--- config.mk ---
export PLATFORM = sky130hd
export DESIGN_NAME = ethii_tx_arbiter
export DESIGN_NICKNAME = d
export VERILOG_FILES = /design/src/rtl/ethii_tx_arbiter.sv
export SDC_FILE = /design/constraint.sdc
export NUM_CORES = 1
export LEC_CHECK = 0
export CORE_AREA = 5 5 188 190
export CTS_CLUSTER_SIZE = 16
export DETAILED_ROUTE_END_ITERATION = 10
export DIE_AREA = 0 0 193 195
export GPL_TIMING_DRIVEN = 0
export SLEW_MARGIN = 30
export SYNTH_ARGS = -nofsm -noshare
export SYNTH_HDL_FRONTEND = slang
export SYNTH_SLANG_ARGS = --single-unit
--- constraint.sdc ---
create_clock -name clk -period 2.6 [get_ports clk]
set_clock_uncertainty 0.1 [all_clocks]
set_input_delay 0.39 -clock clk [delete_from_list [all_inputs] [get_ports clk]]
set_output_delay 0.39 -clock clk [all_outputs]
set_load 0.005 [all_outputs]
--- src/rtl/ethii_tx_arbiter.sv ---
// Packet-level round-robin arbiter in front of the EthII packer: one source owns
// the header and payload path from header handshake through its tlast beat.
module ethii_tx_arbiter #(
    parameter int NUM_SRC = 2,
    parameter int DATA_W  = 32,
    parameter int CNT_W   = 16
) (
    input  logic                          clk,
    input  logic                          reset,
    input  logic [48*NUM_SRC-1:0]         src_mac_dest_i,
    input  logic [48*NUM_SRC-1:0]         src_mac_src_i,
    input  logic [16*NUM_SRC-1:0]         src_mac_type_i,
    input  logic [NUM_SRC-1:0]            src_mac_vld_i,
    output logic [NUM_SRC-1:0]            src_mac_rdy_o,
    input  logic [DATA_W*NUM_SRC-1:0]     src_tdata_i,
    input  logic [(DATA_W/8)*NUM_SRC-1:0] src_tkeep_i,
    input  logic [NUM_SRC-1:0]            src_tvld_i,
    input  logic [NUM_SRC-1:0]            src_tlast_i,
    output logic [NUM_SRC-1:0]            src_trdy_o,
    output logic [47:0]                   hdr_mac_dest_o,
    output logic [47:0]                   hdr_mac_src_o,
    output logic [15:0]                   hdr_mac_type_o,
    output logic                          hdr_mac_vld_o,
    input  logic                          hdr_mac_rdy_i,
    output logic [DATA_W-1:0]             user_tdata_o,
    output logic [DATA_W/8-1:0]           user_tkeep_o,
    output logic                          user_tvld_o,
    output logic                          user_tlast_o,
    input  logic                          user_trdy_i,
    output logic [NUM_SRC-1:0]            grant_o,
    output logic                          busy_o,
    output logic [CNT_W*NUM_SRC-1:0]      pkt_cnt_o
);
    localparam int KEEP_W = DATA_W / 8;
    localparam int IDX_W  = (NUM_SRC > 1) ? $clog2(NUM_SRC) : 1;
    localparam logic [NUM_SRC-1:0] GRANT_ONE = {{(NUM_SRC-1){1'b0}}, 1'b1};

    typedef enum logic [1:0] {
        ST_IDLE    = 2'd0,
        ST_HDR     = 2'd1,
        ST_PAYLOAD = 2'd2
    } state_t;

    state_t             state_r;
    logic [NUM_SRC-1:0] grant_r;
    logic [IDX_W-1:0]   gidx_r;
    logic [IDX_W-1:0]   rr_ptr_r;
    logic               busy_r;
    logic [CNT_W-1:0]   cnt_r [NUM_SRC];

    logic [IDX_W-1:0]   pick_s;
    logic               found_s;
    logic [47:0]        sel_dest_s;
    logic [47:0]        sel_src_s;
    logic [15:0]        sel_type_s;
    logic [DATA_W-1:0]  sel_tdata_s;
    logic [KEEP_W-1:0]  sel_tkeep_s;
    logic               sel_mac_vld_s;
    logic               sel_tvld_s;
    logic               sel_tlast_s;
    logic               in_hdr_s;
    logic               in_payload_s;

    // Round-robin search: first requester at or after rr_ptr+1, wrapping.
    always_comb begin
        pick_s  = '0;
        found_s = 1'b0;
        for (int i = 0; i < NUM_SRC; i++) begin
            if (!found_s && src_mac_vld_i[(int'(rr_ptr_r) + 1 + i) % NUM_SRC]) begin
                pick_s  = IDX_W'((int'(rr_ptr_r) + 1 + i) % NUM_SRC);
                found_s = 1'b1;
            end else begin
                found_s = found_s;
            end
        end
    end

    // AND-OR mux on the one-hot grant; a zero grant yields all-zero fields.
    always_comb begin
        sel_dest_s    = '0;
        sel_src_s     = '0;
        sel_type_s    = '0;
        sel_tdata_s   = '0;
        sel_tkeep_s   = '0;
        sel_mac_vld_s = 1'b0;
        sel_tvld_s    = 1'b0;
        sel_tlast_s   = 1'b0;
        for (int k = 0; k < NUM_SRC; k++) begin
            sel_dest_s    = sel_dest_s  | (src_mac_dest_i[48*k +: 48] & {48{grant_r[k]}});
            sel_src_s     = sel_src_s   | (src_mac_src_i[48*k +: 48]  & {48{grant_r[k]}});
            sel_type_s    = sel_type_s  | (src_mac_type_i[16*k +: 16] & {16{grant_r[k]}});
            sel_tdata_s   = sel_tdata_s | (src_tdata_i[DATA_W*k +: DATA_W] & {DATA_W{grant_r[k]}});
            sel_tkeep_s   = sel_tkeep_s | (src_tkeep_i[KEEP_W*k +: KEEP_W] & {KEEP_W{grant_r[k]}});
            sel_mac_vld_s = sel_mac_vld_s | (src_mac_vld_i[k] & grant_r[k]);
            sel_tvld_s    = sel_tvld_s    | (src_tvld_i[k]    & grant_r[k]);
            sel_tlast_s   = sel_tlast_s   | (src_tlast_i[k]   & grant_r[k]);
        end
    end

    assign in_hdr_s     = (state_r == ST_HDR);
    assign in_payload_s = (state_r == ST_PAYLOAD);

    assign hdr_mac_dest_o = sel_dest_s;
    assign hdr_mac_src_o  = sel_src_s;
    assign hdr_mac_type_o = sel_type_s;
    assign hdr_mac_vld_o  = in_hdr_s & sel_mac_vld_s;
    assign src_mac_rdy_o  = grant_r & {NUM_SRC{in_hdr_s & hdr_mac_rdy_i}};

    // Payload only flows once the header is through; early beats are held off.
    assign user_tdata_o = sel_tdata_s & {DATA_W{in_payload_s}};
    assign user_tkeep_o = sel_tkeep_s & {KEEP_W{in_payload_s}};
    assign user_tvld_o  = in_payload_s & sel_tvld_s;
    assign user_tlast_o = in_payload_s & sel_tlast_s;
    assign src_trdy_o   = grant_r & {NUM_SRC{in_payload_s & user_trdy_i}};

    assign grant_o = grant_r;
    assign busy_o  = busy_r;

    for (genvar k = 0; k < NUM_SRC; k++) begin : g_cnt
        assign pkt_cnt_o[CNT_W*k +: CNT_W] = cnt_r[k];
    end

    // Packet FSM: grant held from arbitration until the tlast beat is accepted.
    always_ff @(posedge clk) begin
        if (reset) begin
            state_r  <= ST_IDLE;
            grant_r  <= '0;
            gidx_r   <= '0;
            rr_ptr_r <= IDX_W'(NUM_SRC - 1);
            busy_r   <= 1'b0;
            for (int k = 0; k < NUM_SRC; k++) begin
                cnt_r[k] <= '0;
            end
        end else begin
            case (state_r)
                ST_IDLE: begin
                    if (found_s) begin
                        grant_r <= GRANT_ONE << pick_s;
                        gidx_r  <= pick_s;
                        busy_r  <= 1'b1;
                        state_r <= ST_HDR;
                    end
                end
                ST_HDR: begin
                    if (sel_mac_vld_s && hdr_mac_rdy_i) begin
                        state_r <= ST_PAYLOAD;
                    end
                end
                ST_PAYLOAD: begin
                    if (sel_tvld_s && user_trdy_i && sel_tlast_s) begin
                        cnt_r[gidx_r] <= cnt_r[gidx_r] + CNT_W'(1);
                        rr_ptr_r      <= gidx_r;
                        grant_r       <= '0;
                        busy_r        <= 1'b0;
                        state_r       <= ST_IDLE;
                    end
                end
                default: begin
                    state_r <= ST_IDLE;
                    grant_r <= '0;
                    busy_r  <= 1'b0;
                end
            endcase
        end
    end
endmodule

Yosys cells after proc, flatten, opt, wreduce, memory -nomap -nowiden
Memory sizes are Yosys's and may differ from the RTL's. A register that Yosys moved wholly into a read port is not among the register bits.
Index checks and enable logic that the tools add are counted.

storage, ports and cells
  register bits = 7
  bits in latches = 0
  RAM bits = 32
  memory bits (read-only) = 0
  input bits = 306
  output and inout port bits = 190
  memories = 1

cells by class
  add/subtract/negate cells = 3
  multiply operators = 0
  divide/modulo/power cells = 0
  magnitude comparators = 2
  equality and inequality tests = 5
  shifts and indexed selects = 1
  multiplexer cells = 30
  bitwise operators = 36
  reduce and logical (&&, ||, !) cells = 11

memories
  memory  words  bits a word  rd ports  clocked after Yosys merged registers in  wr ports  RTL line  source
  cnt_r   2      16           3         1                                        2         49        logic [CNT_W-1:0] cnt_r [NUM_SRC];

operators with widths
  cell                                                    number
  AND 48 bit                                              4
  AND 32 bit                                              3
  OR 48 bit                                               2
  AND 16 bit                                              2
  OR 32 bit                                               1
  two-way mux 1 bit                                       22
  adder 16 x 1 -> 16 bit (second input constant)          1
  two-way mux 16 bit                                      1
  OR 16 bit                                               1
  OR reduction 16 bit                                     1
  AND 4 bit                                               3
  one-hot mux 2 bit (3 select lines)                      2
  AND 1 bit                                               11
  two-way mux 2 bit                                       4
  < comparator 2 x 3 -> 1 bit (second input constant)     2
  AND reduction 3 bit                                     2
  AND 2 bit                                               2
  logical AND 1 bit                                       4
  inequality test 2 x 1 -> 1 bit (second input constant)  2
  OR 4 bit                                                1
  AND reduction 2 bit                                     2
  OR 1 bit                                                3
  one-hot mux 1 bit (3 select lines)                      1
  adder 1 bit (second input constant)                     2
  8 further kinds                                         9

Longest topological paths before layout
Gate-level depths: netlist (run 1).

  depth in word-level cells = 12
  depth in mapped cells = 11
  depth with buffers taken out = 7

Worst setup path after synthesis (run 1)
No wires, ideal clock.

  path kind = register to register
  start point = reg (tool-made name)
  end point = mem cnt_r[0][8], data pin
  setup time = 0.268 ns
  arrival = 2.085 ns
  required time = 2.232 ns
  slack = 0.147 ns
  stages on the path, launching flop included = 11
  clock period less this slack = 2.453 ns
  path through = dfxtp_1 -> buf_6 -> buf_8 -> buf_2 -> buf_2 -> mux2_2 -> ha_1 -> inv_1 -> a2111oi_4 -> a221oi_1 -> nor3_1

RTL lines
  element    RTL line
  to (decl)  49

Worst setup path in the final report (run 1)
  start point = reg grant_r[0] (netlist: grant_o[0])
  end point = out hdr_mac_dest_o[19]

between the ends
  longest elaborated chain between the ends = 2

ends and longest elaborated chain
  element                 RTL line  source
  from (decl)             45        logic [NUM_SRC-1:0] grant_r;
  from (signal assigned)  138       grant_r <= GRANT_ONE << pick_s;
  AND 48 bit              89        sel_dest_s = sel_dest_s | (src_mac_dest_i[48*k +: 48] & {48{grant_r[k]}});
  OR 48 bit               89
  to (decl)               20        output logic [47:0] hdr_mac_dest_o,

Every way passes these cells.

==> results of run 1 <==
[metal layers]
layer | wire [um] | vias up | share of wire [%]
met3 | 2759 | 18 | 9.8
met4 | 274 | 6 | 0.97
met5 | 41 | - | 0.15
met2 | 12950 | 284 | 46
met1 | 12120 | 2626 | 43
li1 | - | 2685 | -
[layout make-up]
cell class,count,area share (%)
buffer,46,3.713
clock buffer,5,1.298
clock inverter,3,0.4803
inverter,4,0.1558
multi-input combinational,336,25.20
sequential,40,11.67
tap,448,5.816
timing repair buffer,497,51.67
[state kept, by name, indices dropped and copies added, names as in the netlist, named ones only]
register,count
gidx_r,1
cnt_r,32
rr_ptr_r,1
state_r,2
busy_o,1
grant_o,2
[Yosys cell counts, drive strengths merged]
cell type / n / area (sq um)
a2111oi: 2 / 36.29
a211o: 1 / 8.760
a21oi: 6 / 30.03
a221oi: 1 / 8.760
a222oi: 1 / 10.01
a22o: 112 / 980.9
a22oi: 40 / 300.3
a31oi: 2 / 12.51
a32o: 1 / 10.01
and2: 2 / 12.51
and3: 4 / 25.02
buf: 18 / 97.59
clkbuf: 31 / 116.4
dfxtp: 8 / 160.2
edfxtp: 32 / 960.9
ha: 1 / 12.51
inv: 4 / 15.01
mux2: 5 / 56.30
mux2i: 9 / 90.09
nand2: 13 / 48.80
nand2b: 5 / 31.28
nand3: 9 / 45.04
nand3b: 4 / 42.54
nand4: 5 / 31.28
nand4b: 3 / 41.29
nor2: 76 / 285.3
nor2b: 3 / 18.77
nor3: 4 / 20.02
nor3b: 3 / 22.52
nor4: 1 / 6.260
o211ai: 1 / 7.510
o21ai: 6 / 30.03
or3: 2 / 12.51
xnor2: 11 / 96.34
xor2: 3 / 26.28
[per-stage QoR]
step / hold slack, ns / TNS, ns / total power, mW / setup WS [ns]
2_1_floorplan: 0.3353 / 0 / 1.120 / 0.1473
3_5_place_dp: 0.3629 / -119.39 / 2.085 / -1.074
3_3_place_gp: 0.3464 / -120.44 / 2.083 / -1.080
4_1_cts: 0.3764 / -0.005887 / 2.842 / -0.005887
6_report: 0.3724 / 0 / 2.819 / 0.07542
5_1_grt: 0.4117 / -0.04527 / 2.968 / -0.01316
[report_power, final]
group / total (mW) / leakage, nW / internal (mW) / switching, mW
Clock: 0.710 / 0.0804 / 0.456 / 0.254
Combinational: 1.36 / 2.97 / 0.891 / 0.474
Sequential: 0.744 / 0.397 / 0.715 / 0.0289
[cells in the final DEF, fill, tap and decap left out, types with 4 or more instances in the layout]
cell type / synthesis / routed
dfxtp_1: 8 / 5
edfxtp_1: 32 / 32
xnor2_1: 11 / 11
buf_4: 1 / 8
o21ai_0: 6 / 6
nand3_1: 9 / 9
nand4_1: 5 / 5
nand2_1: 13 / 13
a21oi_1: 6 / 6
nor2_1: 76 / 76
mux2_2: 5 / 5
dlymetal6s2s_1: 0 / 4
buf_2: 6 / 13
mux2i_1: 9 / 9
clkdlybuf4s50_1: 0 / 491
a22o_1: 112 / 109
a22oi_1: 40 / 37
clkbuf_4: 0 / 7
clkbuf_16: 0 / 7
and3_1: 4 / 4
clkbuf_2: 0 / 8
nor3_1: 4 / 4
[worst paths after layout]
check	cells after the start	slack [ns]	end	start
max reg2reg	11	0.10	cnt_r[0][8]$_SDFFCE_PN0P_	flip-flop
max	4	0.08	hdr_mac_dest_o[19]	grant_o[0]$_SDFFE_PP0P_
min reg2reg	1	0.37	rr_ptr_r$_SDFFE_PP1P_	rr_ptr_r$_SDFFE_PP1P_
min	1	0.37	rr_ptr_r$_SDFFE_PP1P_	rr_ptr_r$_SDFFE_PP1P_
[logic make-up (layout without fill, tap and decap cells)]
| kind of cell | Yosys count | count (layout) | synth area share [%] |
|---|---|---|---|
| AO/OA/AOI/OAI | 173 | 173 | 38.69 |
| AND/OR/NAND/NOR | 134 | 134 | 17.34 |
| buffers and inverters | 53 | 555 | 6.172 |
| flip-flops | 40 | 40 | 30.22 |
| XOR/XNOR | 14 | 14 | 3.305 |
| multiplexers | 14 | 14 | 3.946 |
| adder cells (fa/ha/maj) | 1 | 1 | 0.3372 |
[what timing repair did]
| action | in CTS | in global routing |
|---|---|---|
| buffers inserted | 2 | 0 |
| pin swaps | 1 | 0 |
| setup endpoints to repair | 199 | 77 |
| resized for setup | 60 | 39 |
==> run metrics, run 1 <==
highest cell delay on the worst timing path 0.53 ns; DIE HEIGHT 195 um; cell area after synthesis 3710 sq um; 1st-pass router iterations 6; fin cells 1,379; Root Buffer clkbuf_16; Syn-to-layout area delta 159.8%; GR Layer Usage met3 4.232%; CP Class reg2out; register area share after synthesis 30.22%; CTS Hold Bufs 0; Placement Cell Area 9225 sq um; Syn Nets 736; I/O pins 496; met2 usage 22.58%; CTS max path bufs 2; critical path fanouts, max 10; min Tclk post-route 2.525 ns; max-cap violations 0; Crit path arrival time 2.03 ns; Final Instance Area 9638 sq um; Pins Over Slew Limit 0; Die W 193 um; CP Buf/Inv Count 3; slew of the pin with the lowest slew margin 0.9734 ns; ant diodes 0; antenna violations before repair 7; slowest CP cell clkdlybuf4s50_1; GPL Wtd Cong 0.9021; Initial DRC Count 303; Routed Antenna Nets 0; Peak VDD IR 209.9 uV; global-route usage over all layers 13.80%; Rows 67; unrepaired setup endpoints after global routing true; fin crit share 97.10%; Top delay family on crit path buffers and inverters; Mapped Cells 429; crit end category output pin; number of fill cells 3,567; Inst Count DP 1,372; Initial Util 11.15%; largest net degree at the start of global routing 20; core area 33,280 sq um; P_leak 3.449 nW; # DRC 0; final hold viol count 0; clk_lat worst skew 0.28 ns; clock buffer count from CTS 5; Via density 4.075; share of cells above drive strength 1 7.948%; H-tree depth 2; clock sink count 40; synth warn 0; drt wl/cell 20.41 um; Routed WL 28,150 um; number of synthesized register bits 40; area occupied by multi-input gates 2429 sq um; GRT busiest layer met2; pwr dens 292.4 nW/um^2; syn_area_per_cell 8.648 sq um; die area 37,640 sq um; Clock transition at path regs 0.06 ns; CTS tree built; fmax 0.3961 GHz; count of cell types in the netlist 42; Hold Crit Class reg2reg; GR Layer Usage met1 18.27%; status complete, no violations; Worst setup SP type flip-flop; vias in the first global route 5,877; via count 5,619; total congestion overflow 0; worst rel slew slack 35.11%; # setup viols final 0; final core utilization 28.96%; first-pass GRT wire length 39,190 um; Port Buffers 495; post-DP HPWL 24,530 um; fin nets 1,237; critical path cell sequence clkbuf_16, buf_1, a22o_1, clkdlybuf4s50_1; sequential cell area 1125 sq um; Req. time, crit path 2.11 ns
Note: power is estimated with default switching activity, not from simulation.
==> inputs of run 2 (changes only) <==
--- a/config.mk
+++ b/config.mk
@@ -5,6 +5,7 @@
 export SDC_FILE = /design/constraint.sdc
 export NUM_CORES = 1
 export LEC_CHECK = 0
+export ABC_CLOCK_PERIOD_IN_PS = 2600
 export CORE_AREA = 5 5 188 190
 export CTS_CLUSTER_SIZE = 16
 export DETAILED_ROUTE_END_ITERATION = 10
==> results of run 2 <==
No change in the layout: final DEF, timing and power equal those of run 1.
